**src/rtl/axi_cmd_scheduler.sv**
```systemverilog
// axi_cmd_scheduler: AXI-side front end of the AXI-to-AHB bridge.
// Grants AW+W write bursts and AR read bursts round-robin at burst granularity
// and splits every burst into single-beat pushes into the addr/data/state/
// id_send/size command FIFOs drained by the AHB master controller.
// Optional macro BURST_4K_CHECK_EN: flags INCR bursts that cross a 4 KB page
// at capture and keeps INCR address increments inside the current 4 KB page.
module axi_cmd_scheduler #(
    parameter int unsigned ID_W  = 9,
    parameter int unsigned LEN_W = 4
) (
    input  logic             hclk,
    input  logic             hreset,
    input  logic             awvalid,
    output logic             awready,
    input  logic [31:0]      awaddr,
    input  logic [ID_W-1:0]  awid,
    input  logic [LEN_W-1:0] awlen,
    input  logic [2:0]       awsize,
    input  logic [1:0]       awburst,
    input  logic             wvalid,
    output logic             wready,
    input  logic [63:0]      wdata,
    input  logic             wlast,
    input  logic             arvalid,
    output logic             arready,
    input  logic [31:0]      araddr,
    input  logic [ID_W-1:0]  arid,
    input  logic [LEN_W-1:0] arlen,
    input  logic [2:0]       arsize,
    input  logic [1:0]       arburst,
    output logic             addr_w_en,
    output logic [31:0]      cmd_addr,
    output logic             data_w_en,
    output logic [63:0]      cmd_data,
    output logic             state_w_en,
    output logic             cmd_write,
    output logic             id_send_w_en,
    output logic [ID_W-1:0]  cmd_id,
    output logic             size_w_en,
    output logic [2:0]       cmd_size,
    input  logic             addr_fifo_full,
    input  logic             data_fifo_full,
    input  logic             state_fifo_full,
    input  logic             id_send_fifo_full,
    input  logic             size_fifo_full,
    output logic             burst_err
);

    typedef enum logic [1:0] {IDLE, WR_BURST, RD_BURST} state_t;
    typedef enum logic [1:0] {BT_FIXED = 2'd0, BT_INCR = 2'd1, BT_WRAP = 2'd2, BT_RSVD = 2'd3} burst_t;

    state_t           state_q;
    logic             prio_w_q;
    logic             is_write_q;
    logic [31:0]      addr_q;
    logic [ID_W-1:0]  id_q;
    logic [LEN_W-1:0] len_q;
    logic [LEN_W-1:0] beat_cnt_q;
    logic [2:0]       size_q;
    burst_t           burst_q;

    logic             grant_w, grant_r;
    logic [31:0]      sel_addr;
    logic [ID_W-1:0]  sel_id;
    logic [LEN_W-1:0] sel_len;
    logic [2:0]       sel_size, cap_size;
    logic [1:0]       sel_burst;
    burst_t           cap_burst;
    logic             cap_err;
    logic             cmd_ok, wr_push, rd_push, push, last_beat;
    logic [31:0]      inc, wrap_mask, addr_d;
`ifdef BURST_4K_CHECK_EN
    logic [31:0]      span, last_byte;
`endif

    assign cmd_ok    = ~(addr_fifo_full | state_fifo_full | id_send_fifo_full | size_fifo_full);
    // Reset gates every handshake and push so nothing leaks out while hreset is high.
    assign grant_w   = ~hreset & (state_q == IDLE) & awvalid & (~arvalid | prio_w_q);
    assign grant_r   = ~hreset & (state_q == IDLE) & arvalid & (~awvalid | ~prio_w_q);
    assign wready    = ~hreset & (state_q == WR_BURST) & cmd_ok & ~data_fifo_full;
    assign wr_push   = wready & wvalid;
    assign rd_push   = ~hreset & (state_q == RD_BURST) & cmd_ok;
    assign push      = wr_push | rd_push;
    assign last_beat = (beat_cnt_q == len_q);

    assign awready      = grant_w;
    assign arready      = grant_r;
    assign addr_w_en    = push;
    assign state_w_en   = push;
    assign id_send_w_en = push;
    assign size_w_en    = push;
    assign data_w_en    = wr_push;
    assign cmd_addr     = addr_q;
    assign cmd_data     = wr_push ? wdata : '0;
    assign cmd_write    = is_write_q;
    assign cmd_id       = id_q;
    assign cmd_size     = size_q;
    assign burst_err    = ((grant_w | grant_r) & cap_err) | (wr_push & (wlast ^ last_beat));

    // Select the granted channel and sanitise its size/burst fields for capture.
    always_comb begin
        sel_addr  = grant_w ? awaddr  : araddr;
        sel_id    = grant_w ? awid    : arid;
        sel_len   = grant_w ? awlen   : arlen;
        sel_size  = grant_w ? awsize  : arsize;
        sel_burst = grant_w ? awburst : arburst;
        cap_size  = (sel_size > 3'd3) ? 3'd3 : sel_size;
        cap_err   = (sel_size > 3'd3);
        case (sel_burst)
            2'd0: cap_burst = BT_FIXED;
            2'd1: cap_burst = BT_INCR;
            2'd2: begin
                // Legal wrap lengths are 2^n-1 beats-minus-one, i.e. len+1 a power of two above 1.
                if ((sel_len != '0) && ((sel_len & (sel_len + LEN_W'(1))) == '0)) begin
                    cap_burst = BT_WRAP;
                end else begin
                    cap_burst = BT_INCR;
                    cap_err   = 1'b1;
                end
            end
            default: begin
                cap_burst = BT_INCR;
                cap_err   = 1'b1;
            end
        endcase
`ifdef BURST_4K_CHECK_EN
        span      = (32'(sel_len) + 32'd1) << cap_size;
        last_byte = {20'd0, sel_addr[11:0]} + span - 32'd1;
        if ((cap_burst == BT_INCR) && (last_byte[31:12] != '0)) cap_err = 1'b1;
`endif
    end

    // Address of the beat following the current one.
    always_comb begin
        inc       = 32'd1 << size_q;
        wrap_mask = ((32'(len_q) + 32'd1) << size_q) - 32'd1;
        case (burst_q)
            BT_FIXED: addr_d = addr_q;
            BT_WRAP:  addr_d = (addr_q & ~wrap_mask) | ((addr_q + inc) & wrap_mask);
            default: begin
`ifdef BURST_4K_CHECK_EN
                addr_d = {addr_q[31:12], addr_q[11:0] + inc[11:0]};
`else
                addr_d = addr_q + inc;
`endif
            end
        endcase
    end

    // Burst FSM: capture on grant, step one beat per push, hand priority over at burst end.
    always_ff @(posedge hclk) begin
        if (hreset) begin
            state_q    <= IDLE;
            prio_w_q   <= 1'b1;
            is_write_q <= 1'b0;
            addr_q     <= '0;
            id_q       <= '0;
            len_q      <= '0;
            size_q     <= '0;
            burst_q    <= BT_FIXED;
            beat_cnt_q <= '0;
        end else begin
            case (state_q)
                IDLE: begin
                    if (grant_w | grant_r) begin
                        addr_q     <= sel_addr;
                        id_q       <= sel_id;
                        len_q      <= sel_len;
                        size_q     <= cap_size;
                        burst_q    <= cap_burst;
                        beat_cnt_q <= '0;
                        is_write_q <= grant_w;
                        state_q    <= grant_w ? WR_BURST : RD_BURST;
                    end
                end
                WR_BURST, RD_BURST: begin
                    if (push) begin
                        addr_q     <= addr_d;
                        beat_cnt_q <= beat_cnt_q + LEN_W'(1);
                        if (last_beat) begin
                            state_q  <= IDLE;
                            prio_w_q <= (state_q == RD_BURST);
                        end
                    end
                end
                default: state_q <= IDLE;
            endcase
        end
    end

endmodule

```
**config.mk**
```make
export PLATFORM = sky130hd
export DESIGN_NAME = axi_cmd_scheduler
export DESIGN_NICKNAME = d
export VERILOG_FILES = /design/src/rtl/axi_cmd_scheduler.sv
export SDC_FILE = /design/constraint.sdc
export NUM_CORES = 1
export LEC_CHECK = 0
export CAP_MARGIN = 20
export CORE_MARGIN = 2
export CORE_UTILIZATION = 37
export CTS_BUF_LIST = sky130_fd_sc_hd__clkbuf_8
export DETAILED_ROUTE_END_ITERATION = 10
export MAX_ROUTING_LAYER = met4
export PLACE_DENSITY_LB_ADDON = 0.25
export REMOVE_ABC_BUFFERS = 1
export SYNTH_ARGS = -nofsm -noshare
export SYNTH_HDL_FRONTEND = slang
export SYNTH_SLANG_ARGS = --single-unit
export TNS_END_PERCENT = 20
```
**constraint.sdc**
```tcl
create_clock -name hclk -period 3.1 [get_ports hclk]
set_input_delay 0.775 -clock hclk [delete_from_list [all_inputs] [get_ports hclk]]
set_output_delay 0.775 -clock hclk [all_outputs]
set_load 0.01 [all_outputs]
```
======== Yosys cells after proc, flatten, opt, wreduce, memory -nomap -nowiden ========
Cells that the tools add are included.
word-level totals
  bits in registers ....................... 58
  output and inout port bits .............. 118
cells by class
  add/subtract/negate cells ............... 5
  $lt $le $gt $ge ......................... 1
  eq/ne operators ......................... 10
  shifts and indexed selects .............. 2
  mux-type cells .......................... 23
  bitwise logic cells ..................... 33
  reduce and logical (&&, ||, !) cells .... 14
operators with widths
  cell                     count
  $pmux W32 S2             2
  $mux W32                 3
  $and A32 B32 Y32         2
  $mux W64                 1
  $add A32 B32 Y32         1
  $not A32 Y32             1
  $or A32 B32 Y32          1
  $shl A1 B3 Y32 const A   1
  $shl A5 B3 Y32           1
  $sub A32 B1 Y32 const B  1
  $and A1 B1 Y1            13
  $mux W2                  6
  $mux W4                  3
  $mux W9                  1
  $reduce_and A3 Y1        3
  $add A4 B1 Y4 const B    2
  $or A1 B1 Y1             8
  $pmux W2 S2              2
  $pmux W4 S2              1
  $eq A2 B2 Y1 const B     3
  $logic_not A2 Y1         3
  $mux W3                  2
  $ne A2 B2 Y1 const B     3
  $not A1 Y1               6
  16 further kinds         18

======== Logic depth before layout (Yosys ltp) ========
Gate-level depths: netlist of the first run.
  depth after elaboration ................. 13
  gate-level depth with buffers ........... 16
  mapped depth without buffers ............ 14

======== Worst setup path after synthesis of the first run ========
OpenSTA, ideal clock, no wires.
  path kind ............................... flip-flop to flip-flop
  start point ............................. register size_q[1] (netlist: cmd_size[1])
  end point ............................... register with a tool-made name
  arrival time ............................ 3218 ps
  data required time ...................... 3008 ps
  slack ................................... -210 ps
  stages on the path, launching flop included .. 17
  period minus slack after synthesis ...... 3310 ps
  path through ............................ dfxtp_1 buf_2 buf_1 nor2_1 nand2_1 inv_1 ha_1 inv_1 fa_1 nor2b_1 o21ai_0 a21oi_1 o221a_2 o21bai_1 or3_1 o41a_1 o32ai_1
RTL lines
  what                      RTL line  source
  start: declaration        59        logic [2:0] size_q;
  start signal: assignment  169       size_q <= cap_size;

======== Worst setup path in the final report of the first run ========
  start point ............................. input state_fifo_full
  end point ............................... output cmd_data[39]
on the way
  cells in the longest elaborated chain, start to end .. 8
ends and longest elaborated chain
  what                         RTL line  source
  start: declaration           43        input logic state_fifo_full,
  $or A1 B1 Y1 (3 in series)   76        assign cmd_ok = ~(addr_fifo_full | state_fifo_full | id_send_fifo_full | size_fifo_full);
  $not A1 Y1                   76
  $and A1 B1 Y1 (2 in series)  80        assign wready = ~hreset & (state_q == WR_BURST) & cmd_ok & ~data_fifo_full;
  $and A1 B1 Y1                81        assign wr_push = wready & wvalid;
  $mux W64                     94        assign cmd_data = wr_push ? wdata : '0;
  end: declaration             34        output logic [63:0] cmd_data,
Every way passes these cells.

==> out/metrics.yaml, run 1 <==
status: "complete, but fails checks"
failed_checks: "negative setup slack"
num_vias: 7333
drv_slew: 0
dr.pass1.iters: 7
r2r_start: "cmd_size[1]"
slew_headroom: 0.255
grt_max_degree: 42
ys_types: 77
start_kind: "primary input"
cts_tree: "yes"
core_mm2: 0.0144
vias_per_cell: 5.59
r2r_cells: 12
drt-initial-drc-count: 583
hold_depth: 2
end_kind: "output pin"
tightest_slew_ns: 1.11
endpoint: "cmd_data[39]"
netlist_area_mm2: 0.00543
syn_inst: 784
dp_slack_ns: -0.777
cts_num_sinks: 58
max_freq_ghz: 0.315
fp.dieW_um: 125
boundaryPins: 293
yosys-top-cells-area: "dfxtp_1 21%, and3_1 8.6%, nand2_1 8.6%"
portBuffers: 292
wl_um: 24900
post-dp-hpwl_um: 19100
skew_ns: 0.0115
ctsRootBufferMaster: "clkbuf_8"
synth_flop_cell: "dfxtp_1"
place_congestion: 0.960
synth-seq-cells: 58
ys_seq_area_frac: 0.214
leakagePower_nw: 4.02
clkSlewWorstSetupHoldPaths_ns: 0.07
worst_slack_ns: -0.0726
cap_violations: 0
ctsHoldBuffers: 0
final_cell_mix: "216 x clkdlybuf4s50_1, 124 x nand2_1, 77 x buf_4"
powerDensity_mw_per_mm2: 331
die_y_um: 125
area_growth_pct: 71.4
start_util: 0.376
path_max_fanout: 11
wire_per_inst_um: 19.0
grt_pass1_vias: 6767
ir_drop_v: 0.000243
antenna_found_initial: 9
hold_viol: 0
yosysWarnings: 0
crit_required_ns: 2.32
die-area_mm2: 0.0157
tns_ns: -1.22
synth_edf_count: 0
drive_above_1_share: 0.211
post-route-util: 0.645
drtAntennaViolNets: 0
period_share: 1.02
crit_type: "in2out"
synthArstFlopShare: 0
period_minus_slack_ns: 3.17
hold_path_class: "reg2reg"
htree_levels: 3
drc: 0
layout.nets: 1307
row_count: 44
synth_top_area_frac: 0.214
cts_inserted_buffers: 9
crit_arrival_ns: 2.40
finalSetupViolations: 35
track_usage: 0.311
reg2reg_slack_ns: 0.13
clk_path_buf_depth: 2
clock_latency_ns: 0.37
grt_pass1_wl_um: 37300
rsz0062_at_grt: "yes"
avgSynthCellArea_um2: 6.92
yosys.area.top_type: "dfxtp_1"
critPathLaunch: "state_fifo_full"
overflow: 0
final_common_cell: "clkdlybuf4s50_1"
==> power by group <==
group / internal [mW] / switching [mW] / total [mW]
Combinational: 0.718 / 0.660 / 1.38
Clock: 0.392 / 0.351 / 0.743
Sequential: 0.843 / 0.113 / 0.956
Total: 1.95 / 1.12 / 3.08
==> cell usage after synthesis (5+ instances only) <==
| cell type | number |
|---|---|
| a211oi_1 | 9 |
| a21oi_1 | 54 |
| a22oi_1 | 5 |
| a311oi_1 | 16 |
| a31oi_1 | 10 |
| and3_1 | 75 |
| buf_1 | 5 |
| clkbuf_1 | 48 |
| dfxtp_1 | 58 |
| ha_1 | 15 |
| inv_1 | 30 |
| mux2i_1 | 12 |
| nand2_1 | 124 |
| nand2b_1 | 15 |
| nand3_1 | 23 |
| nand3b_1 | 5 |
| nand4_1 | 6 |
| nor2_1 | 61 |
| nor2b_1 | 7 |
| nor3_1 | 22 |
| nor4_1 | 7 |
| o211ai_1 | 12 |
| o21a_1 | 5 |
| o21ai_0 | 36 |
| o31ai_1 | 5 |
| o32a_1 | 5 |
| xnor2_1 | 9 |
| xor2_1 | 13 |
==> cell type report <==
type                       instances  area, um2
tap                              184        230
sequential                        58       1160
clock buffer                      10        138
antenna                            7       17.5
timing repair buffer             382       3480
multi-input combinational        633       4090
clock inverter                     6       66.3
inverter                          32        123
fill                            1271       5120
==> repair_timing <==
action / 4_1_cts / 5_1_grt
buffers inserted: 7 / 5
pin swaps: 4 / 13
gates cloned: 4 / 1
gates resized for setup: 315 / 59
endpoints found under the setup margin: 93 / 88
==> routing by layer <==
layer	share of wire	GRT usage	vias to the layer above
met4	0.021	0.0974	0
li1	-	-	3546
met1	0.43	0.396	3410
met3	0.095	0.0967	34
met5	0	-	-
met2	0.46	0.471	343
==> metrics by stage <==
| stage | cells | total power, mW | hold WS, ns | cell area (um2) |
|---|---|---|---|---|
| 2_1_floorplan | 723 | 1.55 | 0.448 | 5180 |
| 3_3_place_gp | 1278 | 2.31 | 0.467 | 8940 |
| 3_5_place_dp | 1278 | 2.32 | 0.468 | 8940 |
| 4_1_cts | 1305 | 3.06 | 0.481 | 9110 |
| 5_1_grt | 1311 | 3.25 | 0.500 | 9300 |
| 6_report | 1312 | 3.08 | 0.481 | 9310 |
==> worst min path at each step <==
stage	slack (ns)	endpoint	from
floorplan	0.45	burst_q[1]	burst_q[1]
global placement	0.47	cmd_write	cmd_write
detailed placement	0.47	cmd_write	cmd_write
global route	0.50	cmd_write	cmd_write
finish	0.48	cmd_write	cmd_write
CTS	0.48	cmd_write	cmd_write
==> worst max-delay path, cell delays in order <==
cell and delay, ns:
buf_6 0.09, or4_4 0.54, nor4b_4 0.26, buf_6 0.18, buf_4 0.12, buf_8 0.12, and3_1 0.17, buf_2 0.13
==> cell families after synthesis <==
kind of cell | synth area share
AOI/OAI and AO/OA | 0.276
xor gates and xnor gates | 0.0355
adders and majority gates | 0.0383
buffers and inverters | 0.0680
DFF | 0.214
muxes | 0.0221
and+or+nand+nor | 0.346
Note: power is estimated with default switching activity, not from simulation.
==> run 2, diff against run 1 <==
--- a/config.mk
+++ b/config.mk
@@ -10,6 +10,7 @@
 export CORE_UTILIZATION = 37
 export CTS_BUF_LIST = sky130_fd_sc_hd__clkbuf_8
 export DETAILED_ROUTE_END_ITERATION = 10
+export GPL_TIMING_DRIVEN = 0
 export MAX_ROUTING_LAYER = met4
 export PLACE_DENSITY_LB_ADDON = 0.25
 export REMOVE_ABC_BUFFERS = 1
==> run 2 against run 1 <==
Against the previous run:
- the flow still finishes with violations (negative setup slack)
- fmax shrank 3.1%
- utilization is 0.57 points higher
- power shrank 0.68%
- flip-flop and latch count is the same
- global-route usage is 1.1 points higher
- worst hold slack improved by 0.015 ns
- clock power decreased by 9.2%
- first-iteration DRC count up 28%
- combinational power about the same
- cell area increased by 0.89%
- critical endpoint is now cmd_data[2]
==> out/metrics.yaml, run 2 (synthesis gave the netlist of run 1 again) <==
status: "complete, but fails checks"
failed_checks: "negative setup slack"
grt_pass1_wl_um: 38600
max_freq_ghz: 0.305
finalSetupViolations: 42
p_sw_mw: 1.17
die_y_um: 125
wire_per_inst_um: 21.1
end_kind: "output pin"
hold_depth: 2
clkSlewWorstSetupHoldPaths_ns: 0.07
skew_ns: 0.00741
layout.nets: 1283
slew_headroom: 0.379
rsz0062_at_grt: "yes"
htree_levels: 3
cts_tree: "yes"
crit_arrival_ns: 2.50
area_growth_pct: 72.9
worst_slack_ns: -0.174
dr.pass1.iters: 5
post-dp-hpwl_um: 18300
path_common_cell: "buf_2"
wl_um: 27000
path_cells: "buf_6 -> or4_4 -> nor4b_4 -> buf_4 -> buf_8 -> buf_2 -> and3_1 -> buf_2"
vias_per_cell: 5.77
clock_latency_ns: 0.36
leakagePower_nw: 4.05
crit_type: "in2out"
boundaryPins: 293
final_cell_mix: "210 x clkdlybuf4s50_1, 124 x nand2_1, 65 x and3_1"
p_int_mw: 1.89
tightest_slew_ns: 0.930
antenna_found_initial: 2
die-area_mm2: 0.0157
grt_max_degree: 67
ctsRootBufferMaster: "clkbuf_8"
post-route-util: 0.651
drt-initial-drc-count: 749
cts_num_sinks: 58
cp_slowest_stage_delay_ns: 0.55
place_congestion: 0.922
drive_above_1_share: 0.211
hold_viol: 0
tns_ns: -3.26
comb_power_share: 0.462
seqPwrFrac: 0.317
overflow: 0
start_util: 0.376
clockPowerShare: 0.221
portBuffers: 292
critPathSlowestCell: "or4_4"
r2r_cells: 8
num_vias: 7409
period_share: 1.06
reg2reg_slack_ns: 0.04
final_common_cell: "clkdlybuf4s50_1"
powerDensity_mw_per_mm2: 326
track_usage: 0.322
r2r_start: "len_q[1]"
row_count: 44
period_minus_slack_ns: 3.27
ctsHoldBuffers: 0
drc: 0
ir_drop_v: 0.000198
cap_violations: 0
core_mm2: 0.0144
cts_inserted_buffers: 9
fp.dieW_um: 125
path_max_fanout: 7
swShare: 0.381
drv_slew: 0
hold_path_class: "reg2reg"
clk_path_buf_depth: 2
grt_pass1_vias: 6778
crit_required_ns: 2.32
start_kind: "primary input"
drtAntennaViolNets: 0
## run 2: changes by cell type in the layout (fill, tap and decap cells not counted), moves of 6 or more
cell,previous run,this run
and3_1,55,65
and3_4,20,10
buf_4,77,46
clkdlybuf4s50_1,216,210
dlygate4sd2_1,0,8
## run 2: per-stage QoR
stage | instance area, um2 | cells | setup WS [ns] | power, mW | hold slack, ns
5_1_grt | 9380 | 1281 | -0.200 | 3.21 | 0.515
6_report | 9390 | 1283 | -0.174 | 3.06 | 0.496
3_3_place_gp | 8330 | 1199 | -7.17 | 2.16 | 0.462
2_1_floorplan | 5180 | 723 | -3.24 | 1.55 | 0.448
4_1_cts | 8840 | 1251 | -0.164 | 2.93 | 0.495
3_5_place_dp | 8490 | 1210 | -1.96 | 2.19 | 0.482
## run 2: worst max path at each step
stage	cells past startpoint	from	to
2_1_floorplan	4	state_fifo_full	burst_err
3_3_place_gp	4	hreset	cmd_data[22]
3_5_place_dp	11	hreset	burst_err
4_1_cts	8	state_fifo_full	cmd_data[22]
5_1_grt	8	id_send_fifo_full	cmd_data[2]
6_report	8	id_send_fifo_full	cmd_data[2]
## run 2: repair_timing
action | CTS | global route
endpoints found under the hold margin | 0 | 0
resized for setup | 368 | 57
pin swaps | 14 | 18
endpoints found under the setup margin | 109 | 91
gates cloned | 5 | 5
buffers inserted | 20 | 25
## run 2: final cells by class
type / instances / area [um2]
clock inverter: 5 / 30.0
fill: 1252 / 5030
timing repair buffer: 354 / 3370
tap: 184 / 230
antenna: 2 / 5.00
inverter: 32 / 143
multi-input combinational: 635 / 4260
timing repair inverter: 2 / 13.8
clock buffer: 11 / 151
sequential: 58 / 1180
## run 2: routing by layer
| layer | vias to the layer above | share of wire | GRT usage | routed length [um] |
|---|---|---|---|---|
| met4 | 0 | 0.020 | 0.0758 | 534 |
| li1 | 3496 | - | - | - |
| met3 | 52 | 0.11 | 0.0924 | 3060 |
| met1 | 3454 | 0.41 | 0.419 | 11000 |
| met2 | 407 | 0.46 | 0.495 | 12400 |
| met5 | - | 0 | - | 0 |
## run 2: power groups by stage
stage / Combinational, mW / Sequential [mW] / Clock [mW]
floorplan: 0.551 / 0.999 / 0
global placement: 1.17 / 0.985 / 0
detailed placement: 1.20 / 0.988 / 0
CTS: 1.27 / 0.972 / 0.682
global route: 1.52 / 0.981 / 0.712
finish: 1.41 / 0.968 / 0.675
## run 2: worst max-delay path: cells and delay by family
kind,cells,cell delay (ns)
and+or+nand+nor,3,1.00
buffers and inverters,5,0.71
